==> src/rtl/addsub_seq_pkg.sv <==
// Shared types and helpers for the nibble-serial signed adder/subtractor.
// Holds the FSM state encoding, the nibble width and the counter-width helper.
package addsub_seq_pkg;

    localparam int NIB_W = 4;

    typedef enum logic [1:0] {
        IDLE = 2'd0,
        RUN  = 2'd1,
        DONE = 2'd2
    } state_t;

    // Width of a counter that indexes every nibble of a WIDTH-bit operand (at least 1 bit).
    function automatic int nib_count(input int width);
        int nibbles;
        nibbles = width / NIB_W;
        return (nibbles <= 1) ? 1 : $clog2(nibbles);
    endfunction

endpackage

==> src/rtl/addsub_seq_16bit_nibble_adder.sv <==
// Combinational 4-bit ripple-carry adder used once per clock by the serial add/sub.
// Also exposes the carry into the top bit so the caller can derive signed overflow.
module nibble_adder
    import addsub_seq_pkg::*;
(
    input  logic [NIB_W-1:0] i_a,
    input  logic [NIB_W-1:0] i_b,
    input  logic             i_cin,
    output logic [NIB_W-1:0] o_sum,
    output logic             o_cout,
    output logic             o_c_msb
);

    logic [NIB_W:0] w_c;

    assign w_c[0] = i_cin;

    generate
        for (genvar gi = 0; gi < NIB_W; gi++) begin : g_bit
            assign o_sum[gi]  = i_a[gi] ^ i_b[gi] ^ w_c[gi];
            assign w_c[gi+1]  = (i_a[gi] & i_b[gi]) | (w_c[gi] & (i_a[gi] ^ i_b[gi]));
        end
    endgenerate

    assign o_cout  = w_c[NIB_W];
    assign o_c_msb = w_c[NIB_W-1];

endmodule

==> src/rtl/addsub_seq_16bit.sv <==
// Multi-cycle signed add/sub: one nibble per clock, carry held in a register, Z/V/N flags.
// Optional macro ADDSUB_SATURATE_EN clamps the result on signed overflow.
module addsub_seq_16bit
    import addsub_seq_pkg::*;
#(
    parameter int WIDTH = 16
) (
    input  logic             clk,
    input  logic             rst,
    input  logic             in_valid,
    output logic             in_ready,
    input  logic [WIDTH-1:0] a,
    input  logic [WIDTH-1:0] b,
    input  logic             sub,
    output logic             out_valid,
    input  logic             out_ready,
    output logic [WIDTH-1:0] result,
    output logic             flag_z,
    output logic             flag_v,
    output logic             flag_n,
    output logic             busy
);

    localparam int                NIBBLES  = WIDTH / NIB_W;
    localparam int                CNT_W    = nib_count(WIDTH);
    localparam logic [CNT_W-1:0]  LAST_CNT = CNT_W'(NIBBLES - 1);
    localparam logic [WIDTH-1:0]  SAT_POS  = {1'b0, {(WIDTH-1){1'b1}}};
    localparam logic [WIDTH-1:0]  SAT_NEG  = {1'b1, {(WIDTH-1){1'b0}}};

    state_t           r_state;
    logic [WIDTH-1:0] r_a;
    logic [WIDTH-1:0] r_b;
    logic [WIDTH-1:0] r_result;
    logic [CNT_W-1:0] r_cnt;
    logic             r_carry;
    logic             r_z;
    logic             r_v;
    logic             r_n;

    logic [NIB_W-1:0] w_a_nib [NIBBLES];
    logic [NIB_W-1:0] w_b_nib [NIBBLES];
    logic [NIB_W-1:0] w_sum;
    logic             w_cout;
    logic             w_c_msb;
    logic             w_v;
    logic             w_last;
    logic [WIDTH-1:0] w_merged;
    logic [WIDTH-1:0] w_final;

    // Split operands into nibbles and splice the fresh sum into the selected result slot.
    generate
        for (genvar gi = 0; gi < NIBBLES; gi++) begin : g_nib
            assign w_a_nib[gi] = r_a[gi*NIB_W +: NIB_W];
            assign w_b_nib[gi] = r_b[gi*NIB_W +: NIB_W];
            assign w_merged[gi*NIB_W +: NIB_W] =
                (r_cnt == CNT_W'(gi)) ? w_sum : r_result[gi*NIB_W +: NIB_W];
        end
    endgenerate

    nibble_adder u_nibble_adder (
        .i_a     (w_a_nib[r_cnt]),
        .i_b     (w_b_nib[r_cnt]),
        .i_cin   (r_carry),
        .o_sum   (w_sum),
        .o_cout  (w_cout),
        .o_c_msb (w_c_msb)
    );

    assign w_last = (r_cnt == LAST_CNT);
    assign w_v    = w_c_msb ^ w_cout;

`ifdef ADDSUB_SATURATE_EN
    // The sign of A decides the clamp direction, since overflow only occurs when A and B_eff agree in sign.
    assign w_final = w_v ? (r_a[WIDTH-1] ? SAT_NEG : SAT_POS) : w_merged;
`else
    assign w_final = w_merged;
`endif

    always_ff @(posedge clk) begin
        if (rst) begin
            r_state  <= IDLE;
            r_a      <= '0;
            r_b      <= '0;
            r_result <= '0;
            r_cnt    <= '0;
            r_carry  <= 1'b0;
            r_z      <= 1'b0;
            r_v      <= 1'b0;
            r_n      <= 1'b0;
        end else begin
            case (r_state)
                IDLE: begin
                    if (in_valid) begin
                        r_a     <= a;
                        r_b     <= sub ? ~b : b;
                        r_carry <= sub;
                        r_cnt   <= '0;
                        r_state <= RUN;
                    end
                end
                RUN: begin
                    r_carry <= w_cout;
                    r_cnt   <= r_cnt + CNT_W'(1);
                    if (w_last) begin
                        r_result <= w_final;
                        r_z      <= (w_final == '0);
                        r_v      <= w_v;
                        r_n      <= w_final[WIDTH-1];
                        r_state  <= DONE;
                    end else begin
                        r_result <= w_merged;
                    end
                end
                DONE: begin
                    if (out_ready) begin
                        r_state <= IDLE;
                    end
                end
                default: r_state <= IDLE;
            endcase
        end
    end

    assign in_ready  = (r_state == IDLE);
    assign out_valid = (r_state == DONE);
    assign busy      = (r_state != IDLE);
    assign result    = r_result;
    assign flag_z    = r_z;
    assign flag_v    = r_v;
    assign flag_n    = r_n;

endmodule

==> config.mk <==
export PLATFORM = sky130hd
export DESIGN_NAME = addsub_seq_16bit
export DESIGN_NICKNAME = d
export VERILOG_FILES = /design/src/rtl/addsub_seq_pkg.sv /design/src/rtl/addsub_seq_16bit_nibble_adder.sv /design/src/rtl/addsub_seq_16bit.sv
export SDC_FILE = /design/constraint.sdc
export NUM_CORES = 1
export LEC_CHECK = 0
export CAP_MARGIN = 20
export CORE_ASPECT_RATIO = 1.75
export CORE_MARGIN = 10
export CORE_UTILIZATION = 45
export DETAILED_ROUTE_END_ITERATION = 10
export PLACE_DENSITY = 0.73
export SETUP_SLACK_MARGIN = 0.15
export SLEW_MARGIN = 20
export SYNTH_ARGS = -nofsm -noshare
export SYNTH_HDL_FRONTEND = slang
export SYNTH_HIERARCHICAL = 1
export SYNTH_SLANG_ARGS = --single-unit
export TNS_END_PERCENT = 10
==> constraint.sdc <==
create_clock -name clk -period 4.4 [get_ports clk]
set_input_delay 0.88 -clock clk [delete_from_list [all_inputs] [get_ports clk]]
set_output_delay 0.88 -clock clk [all_outputs]
set_load 0.05 [all_outputs]
==> flow_metrics.py <==
metrics = {
    "detailed_routing": {
        "wl_per_cell_um": 14.8,
        "routed_wirelength_um": 5880,
        "1st_iter_drt_viols": 122,
        "detail_route.drc_violations": 0,
        "avgViaCountPerCell": 5.07,
        "route.antenna.remaining_nets": 0,
        "drt-pass1-iter-count": 4,
        "vias": 2006,
    },
    "worst_hold_path": {
        "worstHoldPathType": "register to register",
        "hold_path_startpoint": "r_a[7]$_SDFFE_PP0P_",
    },
    "cells_and_area": {
        "insertedDiodeCount": 0,
        "fillCellCount": 521,
        "fraction_of_layout_cells_with_a_size_suffix_above_1_pct": 11.3,
        "layout_overhead_on_the_synthesized_area_pct": 25.1,
        "design_area_sq_um": 3320,
        "layout.core_utilization_pct": 57.3,
        "design.final.nets": 362,
    },
    "floorplan": {
        "pin_count": 59,
        "core_region_area_sq_um": 5790,
        "row_count": 37,
        "die_width_um": 78.0,
        "start_util_pct": 45.8,
        "die_area_sq_um": 9480,
        "floorplan.die.height_um": 122,
    },
    "critical_path": {
        "critical_path.endpoint_type": "register",
        "worst-endpoint-required_ps": 4620,
        "highest_net_fanout_along_the_worst_path": 12,
        "reg2reg_from": "r_cnt[0]$_SDFFE_PP0P_",
        "critical_path_class": "register to register",
        "crit_start": "r_cnt[0]$_SDFFE_PP0P_",
        "reg2reg_slack_ps": 1030,
        "worst-endpoint-arrival_ps": 3580,
        "critical_path.startpoint_type": "register",
    },
    "timing": {
        "finalSetupViolCount": 0,
        "max_freq_ghz": 0.297,
        "maxSlewHeadroom_pct": 39.4,
        "fin_skew_ps": 7.87,
        "setup_ws_ps": 1030,
        "tns_ps": 0,
        "period_share_pct": 76.5,
        "time_the_final_worst_path_needs_with_i_o_delays_and_setup_ps": 3370,
        "timing_worst_slew_pin_value_ps": 906,
        "rsz_0062_raised_after_global_routing": "false",
        "final_hold_viol_count": 0,
        "timing.final.max_slew_violations": 0,
    },
    "flow_run": {
        "cap_viol_max_count": 0,
    },
    "grt": {
        "global_route.usage.total_pct": 12.4,
        "grt_antenna_before_repair": 0,
        "grt_max_degree": 58,
        "first_global_vias": 2029,
        "wire_length_of_the_first_global_routing_pass_um": 9680,
        "gr-total-overflow": 0,
    },
    "clock_tree": {
        "cts_made_buffers": 5,
        "clock-root-buffer": "clkbuf_8",
        "worst_setup_hold_path_clk_slew_ps": 90,
        "number_of_clock_sinks": 56,
        "cts_hold_fix_bufs": 0,
        "cts-resized-gates": 0,
        "cts_setup_buffers": 0,
        "cts_htree_levels": 2,
        "clock_tree_from_tritoncts": "built",
        "cts.path.max_buffers": 2,
        "clock_latency_ps": 300,
    },
    "yosys": {
        "netlist_top_cells_count": "dfxtp_1 (56), nand2_1 (36), nor2_1 (33), a21oi_1 (23)",
        "synth.ff_latch_count": 56,
        "seq_area_frac_synth_pct": 42.3,
        "netlist_area_sq_um": 2650,
        "yosys.cell_types.count": 34,
        "synthesis.nets": 314,
        "avgSynthCellArea_sq_um": 9.86,
        "synth-async-reset-ratio_pct": 0,
        "netlist_top_cells_area": "dfxtp_1 (42%), a211oi_2 (7.6%), mux4_2 (6.8%)",
        "synth_enable_flop_cells": 0,
        "synth-main-ff-cell": "dfxtp_1",
        "syn_inst": 269,
        "post-synth-top-area-fraction_pct": 42.3,
        "ys.warnings.count": 6,
        "netlist.top_cell.by_area": "dfxtp_1",
        "post-synth-top-count-cell": "dfxtp_1",
    },
    "pwr": {
        "vdd_drop_max_mv": 0.221,
        "seqPwrFrac_pct": 52.4,
        "powerDensity_nw_per_um2": 323,
        "post-layout-total-power_uw": 1070,
        "power.clock.fraction_pct": 26.1,
        "power.switching_fraction_pct": 27.9,
        "total_switching_power_uw": 299,
        "combPwrFrac_pct": 21.5,
        "internal-power_uw": 771,
        "static-leakage-power_uw": 0.00127,
    },
    "place": {
        "post_dp_cell_area_sq_um": 3220,
        "io_buffers": 58,
        "dp_hpwl_um": 4510,
        "routabilityCongestion": 0.833,
        "dp_slack_ps": 1060,
    },
    "outcome": {
        "outcome": "finished clean",
    },
}
==> worst paths after layout <==
| check | end | depth (start not counted) |
|---|---|---|
| worst max-delay path | flag_z$_SDFFE_PP0P_ | 10 |
| worst min-delay path | r_a[7]$_SDFFE_PP0P_ | 2 |
| worst max register to register | flag_z$_SDFFE_PP0P_ | 10 |
| worst min register to register | r_a[7]$_SDFFE_PP0P_ | 2 |
==> power by group through the flow <==
stage / clock (uW) / sequential [uW] / combinational [uW]
detailed placement: 0 / 573 / 231
floorplan: 0 / 575 / 156
finish: 279 / 561 / 230
global route: 305 / 565 / 252
global placement: 0 / 572 / 227
CTS: 286 / 561 / 232
==> per-layer routing <==
layer | track usage, % | wire, um
met1 | 12.8 | 2200
met2 | 23.2 | 3260
met3 | 3.10 | 296
met4 | 5.07 | 121
met5 | 0 | 0
==> logic make-up after synthesis <==
group           share of synthesized area [%]
flops                                    42.3
fa+ha+maj                                4.91
simple gates                             15.6
compound gates                           13.3
buf+inv                                  5.85
xor+xnor                                 5.62
mux                                      12.5
==> registers in the layout, indices dropped and copies added (netlist names) <==
signal	cells
r_a	16
r_b	16
result	16
r_cnt	2
r_state	2
flag_n	1
flag_v	1
flag_z	1
r_carry	1
==> critical path, stage by stage (launching register included) <==
cell and delay [ps]:
dfxtp_1 740, mux4_2 610, fa_1 420, inv_1 70, fa_1 180, fa_1 160
inv_1 60, fa_1 530, nor3_1 190, o2111ai_1 140, o31ai_1 190
==> layout make-up <==
type	count	area, sq um	area share [%]
Clock buffer	8	90.1	2.72
Inverter	11	41.3	1.24
Multi-Input combinational cell	184	1380	41.6
Sequential cell	56	1120	33.8
Tap cell	78	97.6	2.94
Timing Repair Buffer	59	586	17.7
==> stage by stage <==
| stage | hold slack [ps] | cells |
|---|---|---|
| floorplan | 433 | 269 |
| global placement | 442 | 388 |
| detailed placement | 447 | 388 |
| CTS | 459 | 396 |
| global route | 483 | 396 |
| finish | 458 | 396 |
==> layout by cell type (no fill, tap or decap), types with 2 or more instances in the layout <==
cell type	n
nand3b_1	4
nor4_1	2
xnor2_1	16
mux2i_1	15
nor2_1	33
a21oi_1	23
nand2b_1	3
clkbuf_8	6
nand2_1	36
fa_1	4
nor2b_1	2
inv_1	11
clkdlybuf4s50_1	57
mux4_2	8
ha_1	4
nand3_1	4
nor3_1	3
clkbuf_1	2
buf_4	2
dfxtp_1	56
a211oi_2	16
No activity file was read; power rests on OpenSTA's default activity.
==> variant: new RTL, config.mk and constraints unchanged <==
Build with the macro `ADDSUB_SATURATE_EN` defined.
--- a/src/rtl/addsub_seq_16bit.sv
+++ b/src/rtl/addsub_seq_16bit.sv
@@ -2,2 +2,4 @@
 // Optional macro ADDSUB_SATURATE_EN clamps the result on signed overflow.
+`define ADDSUB_SATURATE_EN
+
 module addsub_seq_16bit
Behaviour: not the same (a bounded check fails within 10 cycles, from zero or initial values and one cycle with rst high).
==> variant against the unedited design <==
- combinational power is 10% higher
- wire length is 12% higher
- sequential cell count stayed put
- design area is 3.3% higher
- worst setup slack worse by 0.29 ns
- synthesized area is 5.0% higher
- cell count is 8.6% higher
- largest cell class unchanged
- power is 0.75% higher
- clock power is 4% lower
==> variant: results (changes against the unedited design) <==
outcome:
  status: "completed"  # unchanged
detailed_routing:
  initialDrtViolationCount: 112  # was 122
  routedWlPerCell_um: 15.3  # was 14.8 um
  dr_total_vias: 2258  # was 2006
  via_per_inst: 5.25  # was 5.07
  drtPass1Iterations: 5  # was 4
grt:
  grt_pass1_wl_mm: 10.7  # was 9.68 mm
  grt_usage: 0.134  # was 0.124
  grt_max_degree: 57  # was 58
clocking:
  postCtsSetupBuffers: 0  # unchanged
  cts-resized-gates: 0  # unchanged
  clock_latency_ns: 0.30  # about the same
pwr:
  seq_power_uw: 557  # was 561 uW
  vdd_drop_max_v: 0.000203  # was 0.000221 V
  comb-power_uw: 253  # was 230 uW
  combPwrFrac: 0.235  # was 0.215
  switching_share: 0.297  # was 0.279
  p_leak_uw: 0.00123  # was 0.00127 uW
logic_synthesis:
  synth_top_cells_by_count: "dfxtp_1 (56), nand2_1 (41), a21oi_1 (34), nor2_1 (31), a211oi_1 (22)"  # was dfxtp_1 (56), nand2_1 (36), nor2_1 (33), a21oi_1 (23)
  yosysWarnings: 6  # unchanged
  syn-num-nets: 354  # was 314
  yosysSeqAreaShare: 0.403  # was 0.423
  syn-mean-instance-area_sq_um: 9.01  # was 9.86 sq um
  synth_area_leaders: "dfxtp_1 (40%), mux4_2 (6.5%), a21oi_1 (6.1%), a211oi_1 (5.9%), nand2_1 (5.5%)"  # was dfxtp_1 (42%), a211oi_2 (7.6%), mux4_2 (6.8%), mux2i_1 (5.7%), xnor2_1 (5.3%)
  synth.distinct_cells: 43  # was 34
sta:
  slew_headroom: 0.351  # was 0.394
  fin_skew_ns: 0.00505  # was 0.00787 ns
worst_setup_path:
  path_max_fanout: 6  # was 12
  cp_data_arrival_time_ns: 3.90  # was 3.58 ns
placement:
  gp_congestion: 0.936  # was 0.833
  dp_cells: 423  # was 388
  dp_slack_ns: 0.788  # was 1.06 ns
  post-dp-hpwl_mm: 5.05  # was 4.51 mm
  placed_cell_area_sq_um: 3350  # was 3220 sq um
cells_and_area:
  fin_nets: 397  # was 362
  drive_above_1_share: 0.0881  # was 0.113
-- variant: changes by cell type after synthesis, sizes merged, moves of 5 or more --
cell / delta
a21oi: +12
mux2i: -14
clkbuf: +6
a221oi: +5
o21ai: +6
nand2: +5
nor3: +5
a211oi: +6
a31oi: +6
-- variant: logic make-up (layout without fill, tap and decap cells) --
logic type / count (synthesis) / count (layout) / synth area share
mux: 13 / 13 / 0.0845
flops: 56 / 56 / 0.403
fa+ha+maj: 8 / 8 / 0.0467
xor+xnor: 18 / 18 / 0.0634
buf+inv: 38 / 81 / 0.0656
compound gates: 79 / 79 / 0.178
simple gates: 97 / 97 / 0.159
-- variant: worst max-delay path, cell delays in order, from the launching register on --
cell and delay [ns]:
dfxtp_1 0.41, mux4_2 0.54, fa_1 0.45, inv_1 0.08, fa_1 0.18, fa_1 0.16
inv_1 0.12, fa_1 0.56, nor3_1 0.22, nand3_1 0.11, or4_2 0.64, o21ai_1 0.14
-- variant: final timing paths --
check        slack [ns]       to      from  cells after the start
min reg2reg        0.46  r_a[11]   r_a[11]                      2
max reg2reg        0.74   flag_z  r_cnt[0]                     11
min                0.46  r_a[11]   r_a[11]                      2
max                0.74   flag_z  r_cnt[0]                     11
-- variant: per-layer routing --
layer	vias to the layer above	global-route usage	share of wire
met2	45	0.265	0.57
li1	1160	-	-
met3	8	0.0245	0.030
met5	-	0	0
met4	0	0.0597	0.021
met1	1045	0.127	0.38
-- variant: cell type report --
cell class,instances,area [sq um],area share
inverter,13,48.8,0.0142
tap,78,97.6,0.0285
sequential,56,1120,0.327
multi-input combinational,215,1480,0.432
timing repair buffer,61,598,0.175
clock buffer,5,68.8,0.0201
clock inverter,2,12.5,0.00365
